### config.mk
export PLATFORM = sky130hd
export DESIGN_NAME = up_dn_counter
export DESIGN_NICKNAME = d
export VERILOG_FILES = /design/src/rtl/up_dn_counter.sv
export SDC_FILE = /design/constraint.sdc
export NUM_CORES = 1
export LEC_CHECK = 0
export ABC_AREA = 1
export CAP_MARGIN = 10
export CORE_AREA = 4 4 41 43
export DETAILED_ROUTE_END_ITERATION = 12
export DIE_AREA = 0 0 45 47
export PLACE_DENSITY_LB_ADDON = 0.2
export SYNTH_ARGS = -nofsm -noshare
export SYNTH_HDL_FRONTEND = slang
export SYNTH_SLANG_ARGS = --single-unit
### constraint.sdc
create_clock -name CLK -period 1.6 [get_ports CLK]
set_input_delay 0.16 -clock CLK [delete_from_list [all_inputs] [get_ports CLK]]
set_output_delay 0.16 -clock CLK [all_outputs]
set_load 0.02 [all_outputs]
### src/rtl/up_dn_counter.sv
// ----------------------------------------------------------------------------
// up_dn_counter
//
// Loadable up/down counter with limit flags. Control priority is fixed:
// Load, then Down, then Up. By default the count saturates at 0 and at
// 2^WIDTH-1. If UP_DN_COUNTER_WRAP_EN is defined, it wraps at both limits
// instead. Load and priority behave the same in both builds.
//
// Parameters
//   WIDTH   : counter / load-value width (range 0 .. 2^WIDTH-1)
//
// Ports
//   CLK     : clock; all state updates on the rising edge
//   RST     : asynchronous active-low reset, clears Counter
//   IN      : value loaded when Load is high
//   Load    : synchronous load request (highest priority)
//   Up      : increment request (lowest priority)
//   Down    : decrement request (beats Up)
//   Counter : registered count value
//   High    : Counter == 2^WIDTH-1 (combinational decode)
//   Low     : Counter == 0         (combinational decode)
// ----------------------------------------------------------------------------
module up_dn_counter #(
   parameter int WIDTH = 5
) (
   input  logic             CLK,
   input  logic             RST,
   input  logic [WIDTH-1:0] IN,
   input  logic             Load,
   input  logic             Up,
   input  logic             Down,
   output logic [WIDTH-1:0] Counter,
   output logic             High,
   output logic             Low
);

   localparam logic [WIDTH-1:0] CNT_MAX = '1;
   localparam logic [WIDTH-1:0] CNT_MIN = '0;
   localparam logic [WIDTH-1:0] CNT_ONE = WIDTH'(1);

   logic [WIDTH-1:0] cnt_nxt;

   // Flags decode the register directly, so they line up with Counter in the
   // same cycle and need no extra stage.
   always_comb begin
      High = (Counter == CNT_MAX);
      Low  = (Counter == CNT_MIN);
   end

   // The limit checks come before the +/-1. That way a WIDTH-bit result
   // never carries or borrows into Counter in the saturating build.
   always_comb begin
      cnt_nxt = Counter;
      if (Load) begin
         cnt_nxt = IN;
      end else if (Down) begin
         if (!Low) begin
            cnt_nxt = Counter - CNT_ONE;
         end else begin
`ifdef UP_DN_COUNTER_WRAP_EN
            cnt_nxt = CNT_MAX;
`else
            cnt_nxt = CNT_MIN;
`endif
         end
      end else if (Up) begin
         if (!High) begin
            cnt_nxt = Counter + CNT_ONE;
         end else begin
`ifdef UP_DN_COUNTER_WRAP_EN
            cnt_nxt = CNT_MIN;
`else
            cnt_nxt = CNT_MAX;
`endif
         end
      end
   end

   always_ff @(posedge CLK or negedge RST) begin
      if (!RST) begin
         Counter <= CNT_MIN;
      end else begin
         Counter <= cnt_nxt;
      end
   end

endmodule

==> results of run 1 <==
worst reg2reg max path, stage by stage (launching register included):
cell and delay, ps:
dfrtp_1 370, inv_1 70, ha_1 310, a21oi_1 150, nand2_1 60, nor2_1 140, o22ai_2 80
routing by layer:
| metal | vias to the layer above | global-route usage [%] | part of all wire, % |
|---|---|---|---|
| met5 | - | 0 | 0 |
| met4 | 0 | 0 | 0 |
| met3 | 0 | 5.747 | 6.3 |
| met2 | 15 | 24.86 | 50 |
| met1 | 242 | 15.60 | 44 |
| li1 | 301 | - | - |
final cells by class:
type                    instances  area, um^2  area share [%]
inverters                      11       41.29           5.556
clock buffers                   4       26.28           3.535
multi-input cells              59       315.3           42.42
repair buffers                 25       216.5           29.12
flip-flops and latches          5       125.1           16.84
well taps                      15       18.77           2.525
how the worst max path moves through the flow:
stage               start    endpoint  cells after the start
2_1_floorplan  Counter[0]  Counter[1]                      6
3_3_place_gp   Counter[0]         Low                      5
3_5_place_dp   Counter[0]         Low                      5
4_1_cts        Counter[0]         Low                      5
5_1_grt        Counter[0]  Counter[0]                      2
6_report       Counter[2]  Counter[2]                      1
repair_timing:
item / 4_1_cts / 5_1_grt
hold buffers: 0 / 0
cloned: 0 / 0
gates resized for setup: 3 / 4
pin swaps: 0 / 0
setup buffers: 0 / 0
setup endpoints to repair: 3 / 2
per-stage QoR:
step | power, W | instances | area [um^2]
6_report | 0.0006222 | 119 | 743.2
5_1_grt | 0.0006676 | 119 | 743.2
4_1_cts | 0.0006255 | 119 | 750.7
3_5_place_dp | 0.0004831 | 115 | 728.2
3_3_place_gp | 0.0004788 | 115 | 728.2
2_1_floorplan | 0.0003430 | 76 | 493.0
kinds of logic after synthesis:
group | after synthesis
simple gates | 51
buf+inv | 12
compound gates | 5
flops | 5
fa+ha+maj | 2
xor+xnor | 1
where the power goes:
part / switching [W] / internal [W]
combinational: 0.000157 / 0.000146
clock: 0.0000531 / 0.0000943
sequential: 0.0000258 / 0.000146
layout by cell type (no fill, tap or decap):
cell type,Yosys,final
a21oi_1,1,1
buf_4,0,9
clkbuf_1,0,1
clkbuf_2,0,2
clkbuf_4,0,3
clkdlybuf4s50_1,0,13
dfrtp_1,5,5
dlygate4sd2_1,0,1
ha_1,2,2
inv_1,6,6
inv_2,5,5
nand2_1,22,22
nand2_2,1,1
nand3_1,12,12
nand3_2,1,1
nand4_1,2,2
nor2_1,10,10
nor2_2,1,1
nor2_4,1,1
nor3_4,1,1
o21a_1,1,1
o21ai_1,1,1
o21ai_2,1,1
o22ai_2,1,1
xor2_1,1,1
==> out/metrics.yaml, run 1 <==
timing:
  setup_slack_ps: 90.83
  rsz0062_at_grt: "false"
  hold_viol_final: 0
  clock.fmax_mhz: 662.6
  relSlewSlack_pct: 82.38
  slew_viol_final: 0
  final-setup-viol-count: 0
  setup_tns_ps: 0
  worstMarginPinSlew_ps: 263.5
  clock_skew_ps: 9.300
  fin_crit_ps: 1509
  fin_crit_sh_pct: 94.32
  hold_slack_ps: 138.3
finish:
  nFillCells: 124
  final_util_pct: 57.12
  regMostFlops: "Counter"
  area_growth_pct: 50.76
  drive_gt1_share_pct: 25.00
  antenna-diode-count: 0
  reg_top3: "Counter: 5 flops"
  largest_reg_flops: 5
  nets: 117
routing:
  wl_um: 1289
  drt_pass1_iterations: 3
  detail_route.wl_per_cell_um: 10.83
  drc: 0
  dr_total_vias: 558
  detail_route.iter0.violations: 8
  ant_nets: 0
  viasPerCell: 4.689
synthesis:
  synth.distinct_cells: 20
  synth_compound_area_share_pct: 7.868
  yosys.area_share.simple_pct: 49.24
  synth_top_area_cell: "dfrtp_1"
  ys_ff_latch: 5
  async_flop_share_pct: 100.0
  synth_mux_area_share_pct: 0
  synth_commonest_cells: "nand2_1, nand3_1, nor2_1, inv_1"
  synth_cells: 76
  synth_top_family_by_area: "simple AND/OR/NAND/NOR gates"
  synth_warnings: 0
  postSynthAreaPerCell_um2: 6.486
  synth_area_leaders: "dfrtp_1, nand2_1, nand3_1"
  synth-edff-count: 0
  syn_area_um2: 493.0
  synth-adder-area-share_pct: 5.076
  netlist.area_leader.share_pct: 25.38
  synthFlopType: "dfrtp_1"
  yosys.area_share.xor_xnor_pct: 1.777
  yosysMostFrequentCell: "nand2_1"
  synth_seq_area_share_pct: 25.38
  synth_fp_nets: 88
critical_path:
  critPathKind: "reg -> out"
  r2r_end: "Counter[1]"
  regToRegSetupSlack_ps: 300
  critical-path-max-stage-delay_ps: 650
  arrival_ps: 1350
  crit_buf_inv: 1
  startpoint_type: "register"
  cp.required_ps: 1440
  crit_path_end_kind: "output port"
  path_delay_family: "buffers and inverters"
  slowest_stage: "clkdlybuf4s50_1"
  reg2reg_from: "Counter[0]"
  path_cells: "clkdlybuf4s50_1"
  path_max_fanout: 5
  reg2regPathDepth: 6
floorplanning:
  core_area_um2: 1301
  die_x_um: 45
  initial_core_util_pct: 37.88
  placementRows: 13
  io_pins: 17
  dieArea_um2: 2115
  dieHeight_um: 47
clocking:
  clkTransAtPathRegs_ps: 50
  clock_sinks: 5
  clock_latency_ps: 250
  clock_path_buffers: 2
  cts_root_buf: "clkbuf_4"
  cts_buffers: 3
  cts_tree: "yes"
  cts_max_level: 1
placed_design:
  pre_cts_ws_ps: 25.05
  hpwl_um: 1075
  portBuffers: 16
  gp_congestion: 0.8096
pwr:
  peakVddDrop_uv: 709.4
  leakage_nw: 0.3889
  power.density_nw_per_um2: 837.2
run:
  maxCapViolCount: 0
outcome:
  status: "finished, final reports clean"
global_routing:
  grt_overflow: 0
  antenna_found_initial: 0
  grt_pass1_vias: 527
  grt_first_pass_wirelength_um: 2104
  track_usage_pct: 13.55
  grt_max_degree: 10
worst_hold_path:
  hold_class: "in -> async"
(Power assumes the default switching activity.)
==> run 2, diff against run 1 <==
SETUP_SLACK_MARGIN = 0.2   (was unset)
SKIP_LAST_GASP = 1   (was unset)
==> run 2 against run 1 <==
Compared with the run above: final cell count increased by 1.7%; sequential cell count unchanged; sequential power increased by 3%; clock skew down 6.7 ps; combinational power up 12%.
==> out/metrics.yaml, run 2 (synthesis gave the netlist of run 1 again) <==
global_routing:
  track_usage_pct: 15.37  # was 13.55%
  grt_overflow: 0  # unchanged
  use_met1_pct: 17.43  # was 15.60%
  grt_max_degree: 10  # unchanged
  antenna_found_initial: 0  # unchanged
  grt_first_pass_wirelength_um: 2359  # was 2104 um
  gr-usage-met3_pct: 4.598  # was 5.747%
  gr-usage-met2_pct: 28.25  # was 24.86%
  grt-busiest-layer: "met2"  # unchanged
  grt_pass1_vias: 560  # was 527
floorplanning:
  placementRows: 13  # unchanged
  io_pins: 17  # unchanged
  dieHeight_um: 47  # unchanged
  die_x_um: 45  # unchanged
  initial_core_util_pct: 37.88  # unchanged
  core_area_um2: 1301  # unchanged
  dieArea_um2: 2115  # unchanged
critical_path:
  crit_start: "Counter[0]"  # was Counter[2]
  cp.required_ps: 1730  # was 1440 ps
  startpoint_type: "register"  # unchanged
  path_max_fanout: 3  # was 5
  regToRegSetupSlack_ps: 210  # was 300 ps
  crit_end: "Counter[3]"  # was Counter[2]
  reg2reg_from: "Counter[0]"  # unchanged
  crit_path_end_kind: "register"  # was output port
  arrival_ps: 1530  # was 1350 ps
  reg2regPathDepth: 9  # was 6
  critPathKind: "reg -> reg"  # was reg -> out
  r2r_end: "Counter[3]"  # was Counter[1]
clocking:
  cts_root_buf: "clkbuf_4"  # unchanged
  clock_sinks: 5  # unchanged
  hold_buffers: 0  # unchanged
  cts_tree: "yes"  # unchanged
  clkTransAtPathRegs_ps: 40  # was 50 ps
  clock_path_buffers: 2  # unchanged
  cts_max_level: 1  # unchanged
  cts_buffers: 3  # unchanged
  clock_latency_ps: 240  # was 250 ps
pwr:
  leakage_nw: 0.4119  # was 0.3889 nW
  power.density_nw_per_um2: 807.9  # was 837.2 nW/um^2
  power_w: 0.0006621  # was 0.0006222 W
  peakVddDrop_uv: 506.4  # was 709.4 uV
finish:
  final_util_pct: 62.98  # was 57.12%
  reg_top3: "Counter: 5 flops"  # unchanged
  drive_gt1_share_pct: 38.68  # was 25.00%
  antenna-diode-count: 0  # unchanged
  nets: 119  # was 117
  layout_common_cells: "nand2_1, buf_4, nor2_1"  # was nand2_1, clkdlybuf4s50_1, nand3_1
  fin_cells: 121  # was 119
  area_growth_pct: 66.24  # was 50.76%
  final_common_cell: "nand2_1"  # unchanged
  largest_reg_flops: 5  # unchanged
  regMostFlops: "Counter"  # unchanged
routing:
  detail_route.wl_per_cell_um: 12.74  # was 10.83 um
  ant_nets: 0  # unchanged
  dr_total_vias: 610  # was 558
  drc: 0  # unchanged
  viasPerCell: 5.041  # was 4.689
  wl_um: 1542  # was 1289 um
  detail_route.iter0.violations: 15  # was 8
  drt_pass1_iterations: 4  # was 3
timing:
  relSlewSlack_pct: 81.89  # was 82.38%
  clock.fmax_mhz: 717.1  # was 662.6 MHz
  final-setup-viol-count: 0  # unchanged
  worstMarginPinSlew_ps: 270.7  # was 263.5 ps
  hold_viol_final: 0  # unchanged
  hold_slack_ps: 144.1  # was 138.3 ps
  fin_crit_sh_pct: 87.16  # was 94.32%
  fin_crit_ps: 1394  # was 1509 ps
  clock_skew_ps: 2.644  # was 9.300 ps
  setup_tns_ps: 0  # unchanged
  slew_viol_final: 0  # unchanged
  rsz0062_at_grt: "true"  # was false
placed_design:
  portBuffers: 16  # unchanged
  hpwl_um: 1168  # was 1075 um
  placed_cells_incl_taps: 115  # unchanged
  gp_congestion: 0.8348  # was 0.8096
outcome:
  status: "finished, final reports clean"  # unchanged
worst_hold_path:
  hold_class: "in -> async"  # unchanged
run:
  maxCapViolCount: 0  # unchanged
run 2: cell types whose count changed in the layout (fill, tap and decap cells not counted), moves of 3 or more:
cell,previous run,this run
clkdlybuf4s50_1,13,9
dlygate4sd2_1,1,5
nand2_1,22,18
nand2_2,1,5
nand3_1,12,9
run 2: area by class of cell:
| cell class | instances | area [um^2] |
|---|---|---|
| repair buffers | 27 | 232.7 |
| multi-input cells | 59 | 372.9 |
| clock buffers | 4 | 26.28 |
| well taps | 15 | 18.77 |
| inverters | 11 | 41.29 |
| fillers | 129 | 481.7 |
| flip-flops and latches | 5 | 127.6 |
run 2: timing repair:
item | 4_1_cts | 5_1_grt
pin swaps | 0 | 3
buffers inserted | 1 | 1
resized for setup | 9 | 21
setup endpoints to repair | 7 | 4
run 2: how the worst min path moves through the flow:
| stage | from | endpoint | slack [ps] | cells after the start |
|---|---|---|---|---|
| floorplan | RST | Counter[0] | -140 | 0 |
| global placement | RST | Counter[3] | 400 | 1 |
| detailed placement | RST | Counter[3] | 410 | 1 |
| global route | RST | Counter[3] | 160 | 1 |
| finish | RST | Counter[3] | 140 | 1 |
| CTS | RST | Counter[3] | 150 | 1 |
run 2: power by group:
| part | switching [W] | internal, W | leakage (nW) |
|---|---|---|---|
| Sequential | 0.0000301 | 0.000148 | 0.0562 |
| Combinational | 0.000181 | 0.000159 | 0.341 |
| Clock | 0.0000505 | 0.0000942 | 0.0150 |
run 2: routing by layer:
metal | up-vias | wire length, um | share of wire (%)
li1 | 308 | - | -
met1 | 285 | 609 | 39
met2 | 17 | 864 | 56
met3 | 0 | 69 | 4.5
met4 | 0 | 0 | 0
met5 | - | 0 | 0
run 2: worst max-delay path, cell delays in order, from the launching register on:
cell and delay (ps):
dfrtp_2 430, ha_4 170, nand4_1 130, buf_4 140, buf_6 100, nand3_2 70
nand2_2 70, nand3_2 60, nand2_1 80, nand2_1 50
run 2: stage by stage:
stage	setup WS, ps	instance area, um^2
after global routing	142.6	819.5
final	205.5	819.5
after CTS	30.46	757.0
after detailed placement	16.56	729.5
after floorplan	215.8	494.2
after global placement	39.23	729.5
